[src/rtl/i2s_tx.sv]
// I2S master transmitter: derives bclk/ws from sys_clk and shifts stereo PCM out MSB first.
// A one-entry holding buffer with a valid/ready handshake feeds each frame.
module i2s_tx #(
  parameter int WORD_LENGTH = 24,
  parameter int SLOT_BITS   = 32,
  parameter int BCLK_DIV    = 4
) (
  input  logic                   i_sys_clk,
  input  logic                   i_rst,
  input  logic                   i_tx_en,
  input  logic                   i_tx_valid,
  output logic                   o_tx_ready,
  input  logic [WORD_LENGTH-1:0] i_tx_left_data,
  input  logic [WORD_LENGTH-1:0] i_tx_right_data,
  output logic                   o_tx_underrun,
  output logic                   o_bclk,
  output logic                   o_ws,
  output logic                   o_sdata
);

  // state  | meaning
  // S_IDLE | lines parked low, waiting for tx_en
  // S_RUN  | bclk running, one update event per bclk falling edge

  localparam int FRAME_BITS = 2 * SLOT_BITS;
  localparam int POS_W      = $clog2(FRAME_BITS);
  localparam int PX_W       = POS_W + 1;
  localparam int DIV_W      = (BCLK_DIV > 1) ? $clog2(BCLK_DIV) : 1;

  localparam logic [DIV_W-1:0] DIV_LAST = DIV_W'(BCLK_DIV - 1);
  localparam logic [POS_W-1:0] POS_LAST = POS_W'(FRAME_BITS - 1);
  localparam logic [PX_W-1:0]  L_END    = PX_W'(WORD_LENGTH);
  localparam logic [PX_W-1:0]  R_BEG    = PX_W'(SLOT_BITS);
  localparam logic [PX_W-1:0]  R_END    = PX_W'(SLOT_BITS + WORD_LENGTH);
  localparam logic [PX_W-1:0]  WS_BEG   = PX_W'(SLOT_BITS - 1);
  localparam logic [PX_W-1:0]  WS_END   = PX_W'(FRAME_BITS - 2);

  typedef enum logic {S_IDLE = 1'b0, S_RUN = 1'b1} state_t;

  state_t                 r_state;
  state_t                 w_state_nxt;
  logic [DIV_W-1:0]       r_div;
  logic [POS_W-1:0]       r_pos;
  logic                   r_bclk;
  logic                   r_ws;
  logic                   r_sdata;
  logic                   r_underrun;
  logic                   r_buf_full;
  logic [WORD_LENGTH-1:0] r_buf_l;
  logic [WORD_LENGTH-1:0] r_buf_r;
  logic [WORD_LENGTH-1:0] r_sh_l;
  logic [WORD_LENGTH-1:0] r_sh_r;

  logic                   w_div_wrap;
  logic                   w_event;
  logic                   w_frame_start;
  logic                   w_accept;
  logic                   w_in_left;
  logic                   w_in_right;
  logic                   w_ws_nxt;
  logic                   w_sdata_nxt;
  logic [POS_W-1:0]       w_evt_pos;
  logic [PX_W-1:0]        w_pos_x;
  logic [WORD_LENGTH-1:0] w_load_l;
  logic [WORD_LENGTH-1:0] w_load_r;

  always_ff @(posedge i_sys_clk or posedge i_rst) begin
    if (i_rst) r_state <= S_IDLE;
    else       r_state <= w_state_nxt;
  end

  always_comb begin
    w_state_nxt = r_state;
    case (r_state)
      S_IDLE:  if (i_tx_en)  w_state_nxt = S_RUN;
      S_RUN:   if (!i_tx_en) w_state_nxt = S_IDLE;
      default: w_state_nxt = S_IDLE;
    endcase
  end

  always_comb begin
    w_div_wrap = (r_state == S_RUN) && (r_div == DIV_LAST);
    w_event    = 1'b0;
    w_evt_pos  = '0;
    case (r_state)
      S_IDLE: w_event = i_tx_en;
      S_RUN: begin
        w_event   = i_tx_en && w_div_wrap && r_bclk;
        w_evt_pos = (r_pos == POS_LAST) ? '0 : r_pos + POS_W'(1);
      end
      default: w_event = 1'b0;
    endcase
    w_frame_start = w_event && (w_evt_pos == '0);
    w_accept      = i_tx_valid && !r_buf_full;
    w_load_l      = r_buf_full ? r_buf_l : '0;
    w_load_r      = r_buf_full ? r_buf_r : '0;
    w_pos_x       = {1'b0, w_evt_pos};
    w_in_left     = (w_pos_x < L_END);
    w_in_right    = (w_pos_x >= R_BEG) && (w_pos_x < R_END);
    w_ws_nxt      = (w_pos_x >= WS_BEG) && (w_pos_x <= WS_END);
    // The pos-0 bit comes straight from the buffer, so it is valid on the very first event.
    if (w_frame_start)   w_sdata_nxt = w_load_l[WORD_LENGTH-1];
    else if (w_in_left)  w_sdata_nxt = r_sh_l[WORD_LENGTH-1];
    else if (w_in_right) w_sdata_nxt = r_sh_r[WORD_LENGTH-1];
    else                 w_sdata_nxt = 1'b0;
  end

  always_ff @(posedge i_sys_clk or posedge i_rst) begin
    if (i_rst) begin
      r_div      <= '0;
      r_pos      <= '0;
      r_bclk     <= 1'b0;
      r_ws       <= 1'b0;
      r_sdata    <= 1'b0;
      r_underrun <= 1'b0;
      r_buf_full <= 1'b0;
      r_buf_l    <= '0;
      r_buf_r    <= '0;
      r_sh_l     <= '0;
      r_sh_r     <= '0;
    end else begin
      r_underrun <= w_frame_start && !r_buf_full;
      if (w_accept) begin
        r_buf_full <= 1'b1;
        r_buf_l    <= i_tx_left_data;
        r_buf_r    <= i_tx_right_data;
      end else if (w_frame_start) begin
        r_buf_full <= 1'b0;
      end
      if (!i_tx_en) begin
        r_div   <= '0;
        r_pos   <= '0;
        r_bclk  <= 1'b0;
        r_ws    <= 1'b0;
        r_sdata <= 1'b0;
      end else begin
        if (r_state == S_RUN) r_div <= w_div_wrap ? '0 : r_div + DIV_W'(1);
        if (w_div_wrap) r_bclk <= ~r_bclk;
        if (w_event) begin
          r_pos   <= w_evt_pos;
          r_ws    <= w_ws_nxt;
          r_sdata <= w_sdata_nxt;
          if (w_frame_start) begin
            r_sh_l <= w_load_l << 1;
            r_sh_r <= w_load_r;
          end else if (w_in_left) begin
            r_sh_l <= r_sh_l << 1;
          end else if (w_in_right) begin
            r_sh_r <= r_sh_r << 1;
          end
        end
      end
    end
  end

  assign o_tx_ready    = ~r_buf_full;
  assign o_tx_underrun = r_underrun;
  assign o_bclk        = r_bclk;
  assign o_ws          = r_ws;
  assign o_sdata       = r_sdata;

endmodule

[config.mk]
export PLATFORM = sky130hd
export DESIGN_NAME = i2s_tx
export DESIGN_NICKNAME = d
export VERILOG_FILES = /design/src/rtl/i2s_tx.sv
export SDC_FILE = /design/constraint.sdc
export NUM_CORES = 1
export LEC_CHECK = 0
export ABC_CLOCK_PERIOD_IN_PS = 6200
export CORE_MARGIN = 4
export CORE_UTILIZATION = 35
export DETAILED_ROUTE_END_ITERATION = 7
export PLACE_DENSITY_LB_ADDON = 0.25
export SKIP_LAST_GASP = 1
export SYNTH_ARGS = -nofsm -noshare
export SYNTH_HDL_FRONTEND = slang
export SYNTH_SLANG_ARGS = --single-unit
[constraint.sdc]
create_clock -name i_sys_clk -period 6.2 [get_ports i_sys_clk]
set_input_delay 1.24 -clock i_sys_clk [delete_from_list [all_inputs] [get_ports i_sys_clk]]
set_output_delay 1.24 -clock i_sys_clk [all_outputs]
set_load 0.02 [all_outputs]
Yosys cells after proc, flatten, opt, wreduce, memory -nomap -nowiden
Cells that the tools add are included.
{"block": "classes", "addsub": 2, "magnitude_cmp": 5, "n_eq_ne": 6, "muxes": 27, "bitwise": 3, "n_reduce_logical": 15}
{"op": "24-bit two-way mux", "n": 7}
{"op": "6-bit two-way mux", "n": 4}
{"op": "1-bit two-way mux", "n": 12}
{"op": "1-bit logical AND", "n": 8}
{"op": "6-bit by 1-bit adder with 6-bit output, second input constant", "n": 1}
{"op": "6-bit equality test, second input constant", "n": 1}
{"op": "6-bit by 5-bit greater-or-equal comparator with 1-bit output, second input constant", "n": 1}
{"op": "6-bit greater-or-equal comparator, second input constant", "n": 1}
{"op": "6-bit less-or-equal comparator, second input constant", "n": 1}
{"op": "6-bit zero test", "n": 1}
{"op": "6-bit by 5-bit less-than comparator with 1-bit output, second input constant", "n": 1}
{"op": "6-bit less-than comparator, second input constant", "n": 1}
{"op": "2-bit two-way mux", "n": 3}
{"op": "2-bit by 1-bit != test with 1-bit output, second input constant", "n": 3}
{"op": "2-bit nonzero test", "n": 3}
{"op": "4-bit AND reduction", "n": 1}
{"op": "1-bit NOT", "n": 3}
{"op": "3-bit AND reduction", "n": 1}
{"op": "2-bit by 1-bit adder with 2-bit output, second input constant", "n": 1}
{"op": "2-bit equality test, second input constant", "n": 1}
{"op": "2-bit != test, second input constant", "n": 1}
{"op": "1-bit one-hot mux with 2 select lines", "n": 1}
{"op": "1-bit zero test", "n": 1}
{"block": "totals", "register_bits": 110, "out_inout_bits": 5, "word_cells": 70}

Logic depth before layout (Yosys ltp)
{"block": "logic_depth", "depth_word": 10, "mapped_depth": 9, "mapped_depth_nobuf": 6}

Worst setup path after synthesis
Ideal clock, no wire load.
{"block": "synth_path", "path_kind": "input to register", "start": "input i_tx_valid", "end": "register r_buf_r[0]", "arrival_ns": 2.474, "t_required_ns": 6.075, "slack_ns": 3.602, "cell_stages": 4, "path_buffers": 2, "path_cell_list": "nor2b_1 -> buf_1 -> buf_1 -> mux2_2"}
{"block": "synth_between", "elab_chain_cells": 1}
{"element": "from (decl)", "line_no": "11", "text": "input logic i_tx_valid,"}
{"element": "1-bit logical AND", "line_no": "94", "text": "w_accept = i_tx_valid && !r_buf_full;"}
{"element": "to (signal assigned)", "line_no": "126", "text": "r_buf_r <= i_tx_right_data;"}
{"element": "to (decl)", "line_no": "50", "text": "logic [WORD_LENGTH-1:0] r_buf_r;"}
Every way passes these cells.
A chain may end at the register's enable or synchronous reset.

Worst setup path after layout
{"block": "layout_path", "start": "input i_tx_en", "end": "register r_sh_r[6]"}
{"block": "layout_between", "elab_chain_cells": 6}
{"element": "from (decl)", "line_no": "10", "text": "input logic i_tx_en,"}
{"element": "1-bit logical AND (2 in series)", "line_no": "88", "text": "w_event = i_tx_en && w_div_wrap && r_bclk;"}
{"element": "1-bit one-hot mux with 2 select lines", "line_no": "85", "text": "case (r_state)"}
{"element": "1-bit logical AND", "line_no": "93", "text": "w_frame_start = w_event && (w_evt_pos == '0);"}
{"element": "2-bit != test (no line) or 2-bit nonzero test (tied branches)"}
{"element": "4-bit AND reduction (no line)"}
{"element": "to (signal assigned)", "line_no": "145", "text": "r_sh_r <= w_load_r;"}
{"element": "to (signal assigned)", "line_no": "149", "text": "r_sh_r <= r_sh_r << 1;"}
{"element": "to (decl)", "line_no": "52", "text": "logic [WORD_LENGTH-1:0] r_sh_r;"}
Several ways; a longest one is shown, not always the timed one.

==> flow_summary.json <==
{
  "status": "finished clean",
  "fmax_mhz": 275.8,
  "grt_pass1_vias": 3436,
  "cts_buffer_depth": 2,
  "syn_avg_cell_area_sq_um": 11.82,
  "setup_tns_ns": 0,
  "drt_wl_total_microns": 9786,
  "maxSlewViolCount": 0,
  "clkTransAtPathRegs_ns": 0.07,
  "yosysSeqAreaShare_pct": 54.57,
  "start_util_pct": 35.87,
  "die_area_sq_mm": 0.01626,
  "synth.cell_area_sq_mm": 0.004999,
  "core_area_sq_mm": 0.01393,
  "ant_nets": 0,
  "async_flop_share_pct": 100.0,
  "port_buffers": 56,
  "stdcell_area_sq_mm": 0.006022,
  "final.setup_skew_ns": 0.004575,
  "synth.area.top_cells": "dfrtp_1 (55%), mux2_2 (14%), mux2i_1 (6.8%)",
  "grt_max_degree": 62,
  "tightest_slew_ns": 1.095,
  "finalHoldViolCount": 0,
  "die_width_microns": 127.5,
  "fin_crit_ns": 3.626,
  "tritoncts": "yes",
  "cts_hold_buffers": 0,
  "die_h_microns": 127.5,
  "antennaDiodeCount": 0,
  "hold_class": "reg2reg",
  "cts_made_buffers": 9,
  "syn-instance-count": 423,
  "crit_required_ns": 6.44,
  "cp.arrival_ns": 3.86,
  "htreeDepth": 3,
  "grtUsageTotal_pct": 12.99,
  "std_cell_rows": 43,
  "cts_resized": 0,
  "fin_nets": 522,
  "drcViolationCount": 0,
  "clockRootBuffer": "clkbuf_16",
  "maxCapViolations": 0,
  "synth_edf_count": 0,
  "ys_ff_latch": 109,
  "critical_path.max_fanout": 28,
  "initialDrtViolationCount": 280,
  "fin_util_pct": 43.22,
  "yosysMostFrequentCell": "dfrtp_1",
  "rsz0062_at_grt": "false",
  "critPathLaunchType": "primary input",
  "slew_headroom_pct": 27.03,
  "place_congestion": 0.7850,
  "cts_setup_buffers": 0,
  "firstDrtPassIters": 6,
  "antenna_found_initial": 0,
  "drive_above_1_share_pct": 19.45,
  "end_kind": "flop",
  "yosysWarnings": 0,
  "via_per_inst": 5.012,
  "grt_pass1_wl_microns": 16900,
  "holdWs_ns": 0.4995,
  "p_leak_nw": 2.620,
  "crit_type": "in2reg",
  "ys_top_cells_by_count": "dfrtp_1 (109), mux2_2 (60), nand2_1 (51), inv_1 (39), mux2i_1 (34)",
  "synth-main-ff-cell": "dfrtp_1",
  "wl_per_cell_microns": 14.99,
  "period_share_pct": 58.48,
  "syn2layout_area_growth_pct": 20.48,
  "gr-total-overflow": 0,
  "postPlaceCellArea_sq_mm": 0.005697,
  "netlist.top_cell.by_area": "dfrtp_1",
  "synthDistinctLibCells": 42,
  "p_per_area_mw_per_mm2": 346.4,
  "clk_latency_ns": 0.35,
  "peakVddDrop_mv": 0.1696,
  "setup_viol": 0,
  "yosysTopAreaCellShare_pct": 54.57,
  "dp_hpwl_microns": 6418,
  "cts_num_sinks": 109,
  "vias": 3273,
  "io_pins": 57,
  "syn_nets": 477
}
[registers in the layout (all words and copies together) (netlist names)]
| name | count |
|---|---|
| o_sdata | 1 |
| o_ws | 1 |
| o_tx_underrun | 1 |
| r_state | 1 |
| r_sh_r | 24 |
| r_sh_l | 23 |
| o_bclk | 1 |
| r_buf_r | 24 |
| r_div | 2 |
| r_buf_l | 24 |
| r_buf_full | 1 |
| r_pos | 6 |
[path summary, 6_finish.rpt]
check                           from     endpoint  slack [ns]  cells past startpoint
max                          i_tx_en    r_sh_r[6]        2.57                      6
min                        r_sh_r[0]    r_sh_r[0]        0.50                      1
max reg2reg                 r_pos[0]    r_sh_r[6]        3.08                      7
min reg2reg                r_sh_r[0]    r_sh_r[0]        0.50                      1
max in group asynchronous      i_rst   r_sh_r[20]        3.68                      3
min in group asynchronous      i_rst  r_buf_r[13]        1.32                      2
[cells by family (layout without fill, tap and decap cells)]
family,count (synthesis),in the layout,synth area share (%)
fa+ha+maj,2,2,0.5005
simple gates,97,97,9.637
xor+xnor,3,3,0.5258
mux,94,94,20.33
buf+inv,67,117,5.932
compound gates,51,51,8.511
flops,109,109,54.57
[layout by cell type (no fill, tap or decap), types with 10 or more instances in the layout]
master           netlist  routed
mux2_2                60      60
and2_1                12      12
clkdlybuf4s50_1        0      56
mux2i_1               34      34
inv_1                 39      38
a222oi_1              22      22
o21ai_0               10      10
nand2_1               51      51
nand3_1               10      10
dfrtp_1              109     109
[per-layer routing]
metal	part of all wire, %	up-vias	GRT usage [%]	wire [microns]
li1	-	1575	-	-
met1	49	1611	17.70	4750
met5	0	-	0	0
met3	4.3	16	3.052	416
met2	44	71	19.11	4354
met4	2.7	0	7.066	265
[per-stage QoR]
| stage | power, W | std cells | worst slack [ns] |
|---|---|---|---|
| after detailed placement | 0.001484 | 637 | 2.201 |
| after CTS | 0.002113 | 653 | 2.565 |
| after floorplan | 0.001355 | 423 | 2.086 |
| after global placement | 0.001463 | 637 | 2.353 |
| final | 0.002086 | 653 | 2.575 |
| after global routing | 0.002222 | 653 | 2.300 |
[power by group]
| group | leakage [nW] | switching [W] | internal, W |
|---|---|---|---|
| Clock | 0.158 | 0.000260 | 0.000364 |
| Combinational | 1.13 | 0.000188 | 0.000253 |
| Sequential | 1.34 | 0.0000950 | 0.000926 |
[worst max-delay path, stage by stage]
cell	delay [ns]
clkdlybuf4s50_1	0.73
nand2_1	0.21
a2111oi_2	0.24
buf_4	0.44
o221ai_2	0.50
a222oi_1	0.49
[layout make-up]
type | instances | area [sq um]
Multi-Input combinational cell | 247 | 1989
Timing Repair Buffer | 62 | 605.6
Clock buffer | 10 | 239.0
Fill cell | 1286 | 7913
Tap cell | 180 | 225.2
Clock inverter | 6 | 86.33
Sequential cell | 109 | 2728
Inverter | 39 | 148.9
Note: power is estimated with default switching activity, not from simulation.
